### config.mk
export PLATFORM = sky130hd
export DESIGN_NAME = conv1d_out_packer
export DESIGN_NICKNAME = d
export VERILOG_FILES = /design/src/rtl/conv1d_pkg.sv /design/src/rtl/conv1d_word_fifo.sv /design/src/rtl/conv1d_out_packer.sv
export SDC_FILE = /design/constraint.sdc
export NUM_CORES = 2
export LEC_CHECK = 0
export BUFFER_PORTS_ARGS = -buffer_cell sky130_fd_sc_hd__buf_2
export CORE_ASPECT_RATIO = 0.5
export CORE_UTILIZATION = 30
export CTS_CLUSTER_DIAMETER = 40
export DETAILED_ROUTE_END_ITERATION = 16
export GPL_TIMING_DRIVEN = 0
export SYNTH_ARGS = -nofsm -noshare
export SYNTH_HDL_FRONTEND = slang
export SYNTH_SLANG_ARGS = --single-unit
export TNS_END_PERCENT = 50
### constraint.sdc
create_clock -name clk -period 3.9 [get_ports clk]
set_input_delay 0.78 -clock clk [delete_from_list [all_inputs] [get_ports clk]]
set_output_delay 0.78 -clock clk [all_outputs]
set_load 0.01 [all_outputs]
### src/rtl/conv1d_pkg.sv
// Shared types and constants for the conv1d output packer and its word FIFO.
package conv1d_pkg;

  localparam int unsigned BYTE_SIZE      = 8;
  localparam int unsigned INT32_SIZE     = 32;
  localparam int unsigned LANES_PER_WORD = 4;

  typedef enum logic {
    FL_IDLE,
    FL_PEND
  } flush_state_t;

  typedef logic [INT32_SIZE-1:0] word_t;

endpackage

### src/rtl/conv1d_word_fifo.sv
// Synchronous first-word-fall-through FIFO; rdata reads zero while empty.
module conv1d_word_fifo #(
  parameter int unsigned DEPTH = 64,
  parameter int unsigned WIDTH = 32
) (
  input  logic                     clk,
  input  logic                     rst_n,
  input  logic                     push,
  input  logic [WIDTH-1:0]         wdata,
  input  logic                     pop,
  output logic [WIDTH-1:0]         rdata,
  output logic [$clog2(DEPTH):0]   count,
  output logic                     full,
  output logic                     empty
);

  localparam int unsigned PtrW = $clog2(DEPTH);
  localparam int unsigned CntW = PtrW + 1;

  logic [WIDTH-1:0] mem_q [DEPTH];
  logic [PtrW-1:0]  wr_ptr_q, wr_ptr_d;
  logic [PtrW-1:0]  rd_ptr_q, rd_ptr_d;
  logic [CntW-1:0]  count_q, count_d;
  logic             do_push, do_pop;

  assign full    = (count_q == CntW'(DEPTH));
  assign empty   = (count_q == '0);
  assign do_push = push && !full;
  assign do_pop  = pop && !empty;
  assign count   = count_q;
  assign rdata   = empty ? '0 : mem_q[rd_ptr_q];

  // Pointers wrap naturally since DEPTH is a power of two.
  always_comb begin
    wr_ptr_d = wr_ptr_q;
    rd_ptr_d = rd_ptr_q;
    count_d  = count_q;
    if (do_push) wr_ptr_d = wr_ptr_q + 1'b1;
    if (do_pop)  rd_ptr_d = rd_ptr_q + 1'b1;
    if (do_push && !do_pop) count_d = count_q + 1'b1;
    if (!do_push && do_pop) count_d = count_q - 1'b1;
  end

  always_ff @(posedge clk) begin
    if (do_push) mem_q[wr_ptr_q] <= wdata;
  end

  always_ff @(posedge clk or negedge rst_n) begin
    if (!rst_n) begin
      wr_ptr_q <= '0;
      rd_ptr_q <= '0;
      count_q  <= '0;
    end else begin
      wr_ptr_q <= wr_ptr_d;
      rd_ptr_q <= rd_ptr_d;
      count_q  <= count_d;
    end
  end

endmodule

### src/rtl/conv1d_out_packer.sv
// Packs four int8 results little-endian per 32-bit word into a FWFT word FIFO.
// Define CONV1D_OUT_PACKER_SAT_CHECK_EN to saturate out-of-range inputs and add sat_err.
module conv1d_out_packer #(
  parameter int unsigned INT32_SIZE = 32,
  parameter int unsigned BYTE_SIZE  = 8,
  parameter int unsigned FIFO_DEPTH = 64,
  parameter int unsigned CNT_W      = $clog2(FIFO_DEPTH) + 1
) (
  input  logic                  clk,
  input  logic                  rst_n,
  input  logic                  in_valid,
  output logic                  in_ready,
  input  logic [INT32_SIZE-1:0] in_data,
  input  logic                  flush,
  output logic                  flush_busy,
  input  logic                  rd_en,
  output logic [INT32_SIZE-1:0] rd_data,
  output logic                  empty,
  output logic                  full,
  output logic [CNT_W-1:0]      count,
`ifdef CONV1D_OUT_PACKER_SAT_CHECK_EN
  output logic                  sat_err,
`endif
  output logic [1:0]            lane
);

  import conv1d_pkg::*;

  localparam int unsigned PartW = 3 * BYTE_SIZE;

  flush_state_t            state_q, state_d;
  logic [1:0]              lane_q, lane_d;
  logic [PartW-1:0]        partial_q, partial_d;
  logic [BYTE_SIZE-1:0]    byte_in;
  logic [INT32_SIZE-1:0]   merged;
  logic [INT32_SIZE-1:0]   fifo_wdata;
  logic                    fifo_push;
  logic                    fifo_full, fifo_empty;
  logic                    accept;

  assign flush_busy = (state_q == FL_PEND);
  assign in_ready   = ((lane_q != 2'd3) || !fifo_full) && !flush_busy;
  assign accept     = in_valid && in_ready;
  assign lane       = lane_q;
  assign full       = fifo_full;
  assign empty      = fifo_empty;

`ifdef CONV1D_OUT_PACKER_SAT_CHECK_EN
  logic sat_hi, sat_lo, sat_err_q, sat_err_d;

  assign sat_hi = $signed(in_data) > 127;
  assign sat_lo = $signed(in_data) < -128;

  always_comb begin
    byte_in = in_data[BYTE_SIZE-1:0];
    if (sat_hi) byte_in = 8'h7F;
    if (sat_lo) byte_in = 8'h80;
  end

  // A saturating accept in the same cycle as a clearing flush leaves the flag set.
  always_comb begin
    sat_err_d = sat_err_q;
    if (flush && (state_q == FL_IDLE)) sat_err_d = 1'b0;
    if (accept && (sat_hi || sat_lo))  sat_err_d = 1'b1;
  end

  always_ff @(posedge clk or negedge rst_n) begin
    if (!rst_n) sat_err_q <= 1'b0;
    else        sat_err_q <= sat_err_d;
  end

  assign sat_err = sat_err_q;
`else
  logic unused_in_data_hi;

  assign byte_in           = in_data[BYTE_SIZE-1:0];
  assign unused_in_data_hi = ^in_data[INT32_SIZE-1:BYTE_SIZE];
`endif

  // Partial word with this cycle's byte (if any) dropped into its lane; upper lanes stay zero.
  always_comb begin
    merged = {{(INT32_SIZE - PartW){1'b0}}, partial_q};
    if (accept) merged[BYTE_SIZE*lane_q +: BYTE_SIZE] = byte_in;
  end

  always_comb begin
    state_d    = state_q;
    lane_d     = lane_q;
    partial_d  = partial_q;
    fifo_push  = 1'b0;
    fifo_wdata = merged;

    if (accept) begin
      lane_d    = lane_q + 1'b1;
      partial_d = merged[PartW-1:0];
    end

    if (accept && (lane_q == 2'd3)) begin
      fifo_push = 1'b1;
      lane_d    = 2'd0;
      partial_d = '0;
    end else begin
      unique case (state_q)
        FL_IDLE: begin
          if (flush && ((lane_q != 2'd0) || accept)) begin
            if (!fifo_full) begin
              fifo_push = 1'b1;
              lane_d    = 2'd0;
              partial_d = '0;
            end else begin
              state_d = FL_PEND;
            end
          end
        end
        FL_PEND: begin
          if (!fifo_full) begin
            fifo_push = 1'b1;
            lane_d    = 2'd0;
            partial_d = '0;
            state_d   = FL_IDLE;
          end
        end
        default: state_d = FL_IDLE;
      endcase
    end
  end

  always_ff @(posedge clk or negedge rst_n) begin
    if (!rst_n) begin
      state_q   <= FL_IDLE;
      lane_q    <= 2'd0;
      partial_q <= '0;
    end else begin
      state_q   <= state_d;
      lane_q    <= lane_d;
      partial_q <= partial_d;
    end
  end

  conv1d_word_fifo #(
    .DEPTH (FIFO_DEPTH),
    .WIDTH (INT32_SIZE)
  ) u_fifo (
    .clk   (clk),
    .rst_n (rst_n),
    .push  (fifo_push),
    .wdata (fifo_wdata),
    .pop   (rd_en),
    .rdata (rd_data),
    .count (count),
    .full  (fifo_full),
    .empty (fifo_empty)
  );

endmodule

### Word level (Yosys, flattened, before mapping)

Memory sizes are Yosys's and may differ from the RTL's.
Index checks and enable logic that the tools add are counted.
Widths: inputs -> output; s select.

| storage, ports and cells | value |
|---|---|
| flip-flop bits (word level) | 46 |
| input bits | 37 |
| logic and storage cells | 61 |
| memories | 1 |
| output and inout bits | 45 |
| memory bits (writable) | 2,048 |

Memories:

| memory | depth | width | rd ports | clocked after Yosys merged registers in | write ports | line | RTL |
|---|---|---|---|---|---|---|---|
| u_fifo.mem_q | 64 | 32 | 1 | 0 | 1 | conv1d_word_fifo.sv:20 | `logic [WIDTH-1:0] mem_q [DEPTH];` |

| cells by class | value |
|---|---|
| bitwise logic cells | 1 |
| equality and inequality tests | 3 |
| multiplexer cells | 24 |
| reduce and logical (&&, ||, !) cells | 18 |
| add/sub/neg operators | 6 |
| shifts and indexed selects | 2 |

Operator list:

| cell | number |
|---|---|
| $mux 24 | 4 |
| $mux 32 | 2 |
| $pmux 24 s2 | 1 |
| $neg 5->34 | 1 |
| $shift 8x34->32 const A | 1 |
| $shiftx 8x34->32 | 1 |
| $bwmux 32 | 1 |
| $mux 7 | 2 |
| $add 6x1->6 const B | 2 |
| $logic_and 1x1->1 | 8 |
| $mux 2 | 4 |
| $add 7x1->7 const B | 1 |
| $eq 7x7->1 const B | 1 |
| $logic_not 7->1 | 1 |
| $mux 1 | 7 |
| $sub 7x1->7 const B | 1 |
| $logic_not 1->1 | 5 |
| $pmux 1 s2 | 2 |
| $pmux 2 s2 | 1 |
| $reduce_bool 2->1 | 2 |
| $add 2x1->2 const B | 1 |
| $eq 2x2->1 const B | 1 |
| $logic_or 1x1->1 | 2 |
| $ne 2x2->1 const B | 1 |
| $not 1->1 | 1 |

### Logic depth before layout (Yosys ltp)

| depth | value |
|---|---|
| word-level depth | 14 |
| depth in mapped cells | 16 |

### Hierarchy

A second synthesis with hierarchy kept.

| second synthesis, totals | value |
|---|---|
| cells, all modules | 3,851 |
| area, all modules | 80,968.9 um2 |

Modules (own cells, without submodules):

| module | cells an instance | times used | area an instance (um2) |
|---|---|---|---|
| conv1d_word_fifo | 3,666 | 1 | 79,358.6 |
| conv1d_out_packer | 185 | 1 | 1,610.3 |

### Worst setup path before layout

Ideal clock, no wire load.

| path | value |
|---|---|
| kind | register to register |
| start point | register lane_q[0], in the netlist lane[0] |
| end point | memory u_fifo.mem_q[58][0], enable pin |
| path buffers | 2 |
| arrival | 3.470 ns |
| stages on the path, launching flop included | 11 |
| setup time | 0.421 ns |
| slack | 0.009 ns |
| path through | dfrtp_1 > inv_1 > ha_1 > nor2b_1 > o22a_1 > o21a_1 > buf_4 > inv_1 > or4b_1 > buf_2 > nor2_1 |

| on the way | value |
|---|---|
| word-level cells in the longest chain between the ends | 12 |
| elaborated cells on any way between the ends | 15 |

Ends and longest elaborated chain:

| item | line | RTL |
|---|---|---|
| from (decl) | conv1d_out_packer.sv:32 | `logic [1:0] lane_q, lane_d;` |
| from (signal assigned) | conv1d_out_packer.sv:135 | `lane_q <= lane_d;` |
| $ne 2x2->1 | conv1d_out_packer.sv:42 | `assign in_ready = ((lane_q != 2'd3) \|\| !fifo_full) && !flush_busy;` |
| $logic_or 1x1->1 | conv1d_out_packer.sv:42 |  |
| $logic_and 1x1->1 | conv1d_out_packer.sv:42 |  |
| $logic_and 1x1->1 | conv1d_out_packer.sv:43 | `assign accept = in_valid && in_ready;` |
| $logic_or 1x1->1 | conv1d_out_packer.sv:105 | `if (flush && ((lane_q != 2'd0) \|\| accept)) begin` |
| $logic_and 1x1->1 | conv1d_out_packer.sv:105 |  |
| $mux 1 | conv1d_out_packer.sv:105 |  |
| $pmux 1 s2 | conv1d_out_packer.sv:103 | `unique case (state_q)` |
| $mux 1 * | conv1d_out_packer.sv:98 | `if (accept && (lane_q == 2'd3)) begin` |
| $logic_and 1x1->1 * | conv1d_word_fifo.sv:28 | `assign do_push = push && !full;` |
| $mux 1 * | conv1d_word_fifo.sv:45 | `if (do_push) mem_q[wr_ptr_q] <= wdata;` |
| $mux 1 (not written as such) * | conv1d_word_fifo.sv:45 |  |
| to (decl) | conv1d_word_fifo.sv:20 |  |

Mark *: on every way between the ends. The rest lies on a longest branch, timed or not.

### Worst setup path in the final report

| path | value |
|---|---|
| start point | register u_fifo.rd_ptr_q[0] |
| end point | output port rd_data[7] |

| on the way | value |
|---|---|
| word-level cells in the longest chain between the ends | 2 |

Ends and longest elaborated chain:

| item | line | RTL |
|---|---|---|
| from (decl) | conv1d_word_fifo.sv:22 | `logic [PtrW-1:0] rd_ptr_q, rd_ptr_d;` |
| from (signal assigned) | conv1d_word_fifo.sv:55 | `rd_ptr_q <= rd_ptr_d;` |
| $mem_v2 64x32 | -- |  |
| $mux 32 | conv1d_word_fifo.sv:31 | `assign rdata = empty ? '0 : mem_q[rd_ptr_q];` |
| to (decl) | conv1d_out_packer.sv:17 | `output logic [INT32_SIZE-1:0] rd_data,` |

Every way passes these cells.

==> reports/qor.yml <==
die:
  pin_count: 82
  num_rows: 134
  dieHeight_um: 369
  die_w_um: 737
  initial_core_util_pct: 30.3
  dieArea_um2: 272000
  coreArea_um2: 268000
yosys:
  synth_area_per_cell_um2: 21.6
  yosysUniqueCellTypes: 65
  yosysSeqAreaShare_pct: 77.4
  yosys_warnings: 0
  synthCells: 3750
  ys_seq_elements: 2094
  async_reset_ff_share_pct: 2.20
  synth-edff-count: 2048
  syn_nets: 3797
  syn_area_um2: 81000
  ys.flop_type: "edfxtp_1"
placement:
  io_buffers: 57
  gp_congestion: 0.906
  dp_slack_ps: -1400
  hpwl_mm: 187
  dp_cells: 7531
finish:
  finalNonFillerCells: 8125
  final_common_cell: "edfxtp_1"
  drive_above_1_share_pct: 36.8
  fillCellCount: 23600
  final_util_pct: 37.9
  syn_to_final_growth_pct: 25.4
  final_nets: 4372
  final_cell_mix: "edfxtp_1, mux4_2, clkbuf_16"
routing:
  num_vias: 45500
  vias_per_cell: 5.60
  first_pass_iters: 6
  antenna_left: 0
  wl_per_cell_um: 34.7
  drt_first_iter_violations: 7599
  wl_mm: 282
  drc: 0
global_route:
  grt_start_max_net_pins: 65
  antenna_found_initial: 16
  grtUsageTotal_pct: 20.1
  grt_pass1_vias: 43800
  gr-total-overflow: 0
  grt_pass1_wl_mm: 372
power_and_ir_drop:
  powerDensity_nw_per_um2: 752
  netSwitchingFraction_pct: 35.0
  comb_power_share_pct: 37.4
  irDropWorstVdd_uv: 458
  p_switching_w: 0.0267
  p_leak_nw: 34.6
  p_int_w: 0.0496
  seqPwrFrac_pct: 34.0
  power_frac_clock_pct: 28.5
critical_path:
  startpoint_type: "register"
  path_cells: "buf_6 > buf_12 > buf_16 > buf_16 > mux4_2 > mux2i_1 > nor2_2 > nor3_4 > o22ai_4 > buf_6"
  cp_num_buf_inv: 5
  critPathCaptureType: "output pin"
  crit_path_top_delay_cell: "mux4_2"
  slowest_delay_ps: 520
  cp.required_ps: 3120
  crit_family: "buffers and inverters"
  crit_fanout: 8
  critPathKind: "reg -> out"
  crit_arrival_ps: 3670
clock_network:
  insertion_delay_ps: 870
  cts_root_buffer: "clkbuf_16"
  cts_tree: "built"
  cts-buffers-inserted: 227
  cts_buffer_depth: 3
  htreeDepth: 4
  numClockSinks: 2094
  cts.clk_slew.worst_paths_ps: 60
hold_path:
  min_path_type: "in -> reg"
flow_run:
  drv_cap: 0
timing:
  layout_min_cycle_time_ps: 4450
  post-route-period-util_pct: 114
  maxClockFrequency_mhz: 225
  grt_setup_unrepaired: "true"
  worst_clock_skew_ps: 47.9
  tightestPinTransition_ps: 1230
  fin_ws_ps: -551
  report.final.slew_viol_count: 0
  setup_viol: 32
  hold_viol_final: 0
  max-slew-margin-rel_pct: 17.8
  holdWs_ps: 242
outcome:
  status: "complete, but fails checks"
  violations: "setup timing"
==> synth_stat cells (30+ instances only) <==
library cell	number	area (µm²)
a211oi_1	35	263
a21oi_1	96	480
a22o_1	30	263
buf_2	43	215
buf_4	38	285
buf_6	35	394
clkbuf_1	91	342
dfrtp_1	46	1150
edfxtp_1	2048	61500
mux2i_1	263	2630
mux4_2	431	9710
nand2_1	82	308
nand3_1	33	165
nor2_1	107	402
o21ai_0	31	155
o221ai_1	58	508
==> tightest hold or removal path, cell delays in order <==
cell and delay [ps]:
buf_2 100, a21oi_1 60, nor2_1 80
==> cell type report <==
cell class	instances	area [µm²]	area share, %
Buffer	213	2720	2.68
Clock inverter	151	1630	1.61
Multi-Input combinational cell	1432	19200	19.0
Timing Repair Buffer	349	4740	4.67
Inverter	8	37.5	0.0370
Sequential cell	2094	62700	61.7
Antenna cell	4	10.0	0.00986
Tap cell	3604	4510	4.44
Clock buffer	270	5960	5.87
==> power by group through the flow <==
stage	clock network (W)	logic [W]	registers [W]
5_1_grt	0.0227	0.0288	0.0260
6_report	0.0218	0.0286	0.0260
3_3_place_gp	0	0.0215	0.0266
4_1_cts	0.0218	0.0260	0.0260
2_1_floorplan	0	0.0119	0.0265
3_5_place_dp	0	0.0224	0.0264
==> through the flow <==
stage / power [W] / TNS (ps) / instance area (µm²)
floorplan: 0.0383 / 0 / 81000
global placement: 0.0481 / -5771720 / 85800
detailed placement: 0.0488 / -84200 / 88800
CTS: 0.0738 / -12350 / 99700
global route: 0.0775 / -14120 / 102000
finish: 0.0764 / -12600 / 102000
==> per-layer routing <==
| metal | share of wire (%) | routed length, µm | GRT usage [%] |
|---|---|---|---|
| met1 | 35 | 97900 | 25.3 |
| met2 | 47 | 131000 | 32.3 |
| met3 | 13 | 35800 | 5.03 |
| met4 | 6.0 | 16900 | 10.0 |
| met5 | 0.0082 | 23 | 0 |
==> final timing paths <==
check / startpoint / end / slack [ps] / cells after the start
max: u_fifo.rd_ptr_q[0]$_DFFE_PN0P_ / rd_data[7] / -550 / 10
max in group asynchronous: rst_n / partial_q[14]$_DFF_PN0_ / 2940 / 3
min: flush / flush_busy$_DFFE_PN0N_ / 240 / 3
max reg2reg: lane[0]$_DFF_PN0_ / u_fifo.mem_q[6][2]$_DFFE_PP_ / 40 / 10
min reg2reg: partial_q[13]$_DFF_PN0_ / partial_q[13]$_DFF_PN0_ / 550 / 2
min in group asynchronous: rst_n / u_fifo.wr_ptr_q[3]$_DFFE_PN0P_ / 370 / 2
==> timing repair <==
item / 4_1_cts / 5_1_grt
gates resized for setup: 604 / 173
hold buffers: 0 / 1
setup endpoints to repair: 491 / 298
gates cloned: 0 / 1
buffers inserted: 83 / 91
endpoints found under the hold margin: 0 / 13
pin swaps: 50 / 60
==> state kept, by name, indices dropped and copies added (netlist names) <==
register and cells:
u_fifo.wr_ptr_q 6, flush_busy 1, lane 2, u_fifo.rd_ptr_q 6, u_fifo.mem_q 2048, u_fifo.count 7
partial_q 24
==> cells by family after synthesis <==
| group | count (synthesis) | share of synthesized area (%) |
|---|---|---|
| flops | 2094 | 77.4 |
| mux | 705 | 15.4 |
| compound gates | 392 | 3.43 |
| simple gates | 306 | 1.78 |
| buf+inv | 224 | 1.65 |
| xor+xnor | 19 | 0.206 |
| fa+ha+maj | 10 | 0.155 |
(Power assumes the default switching activity.)
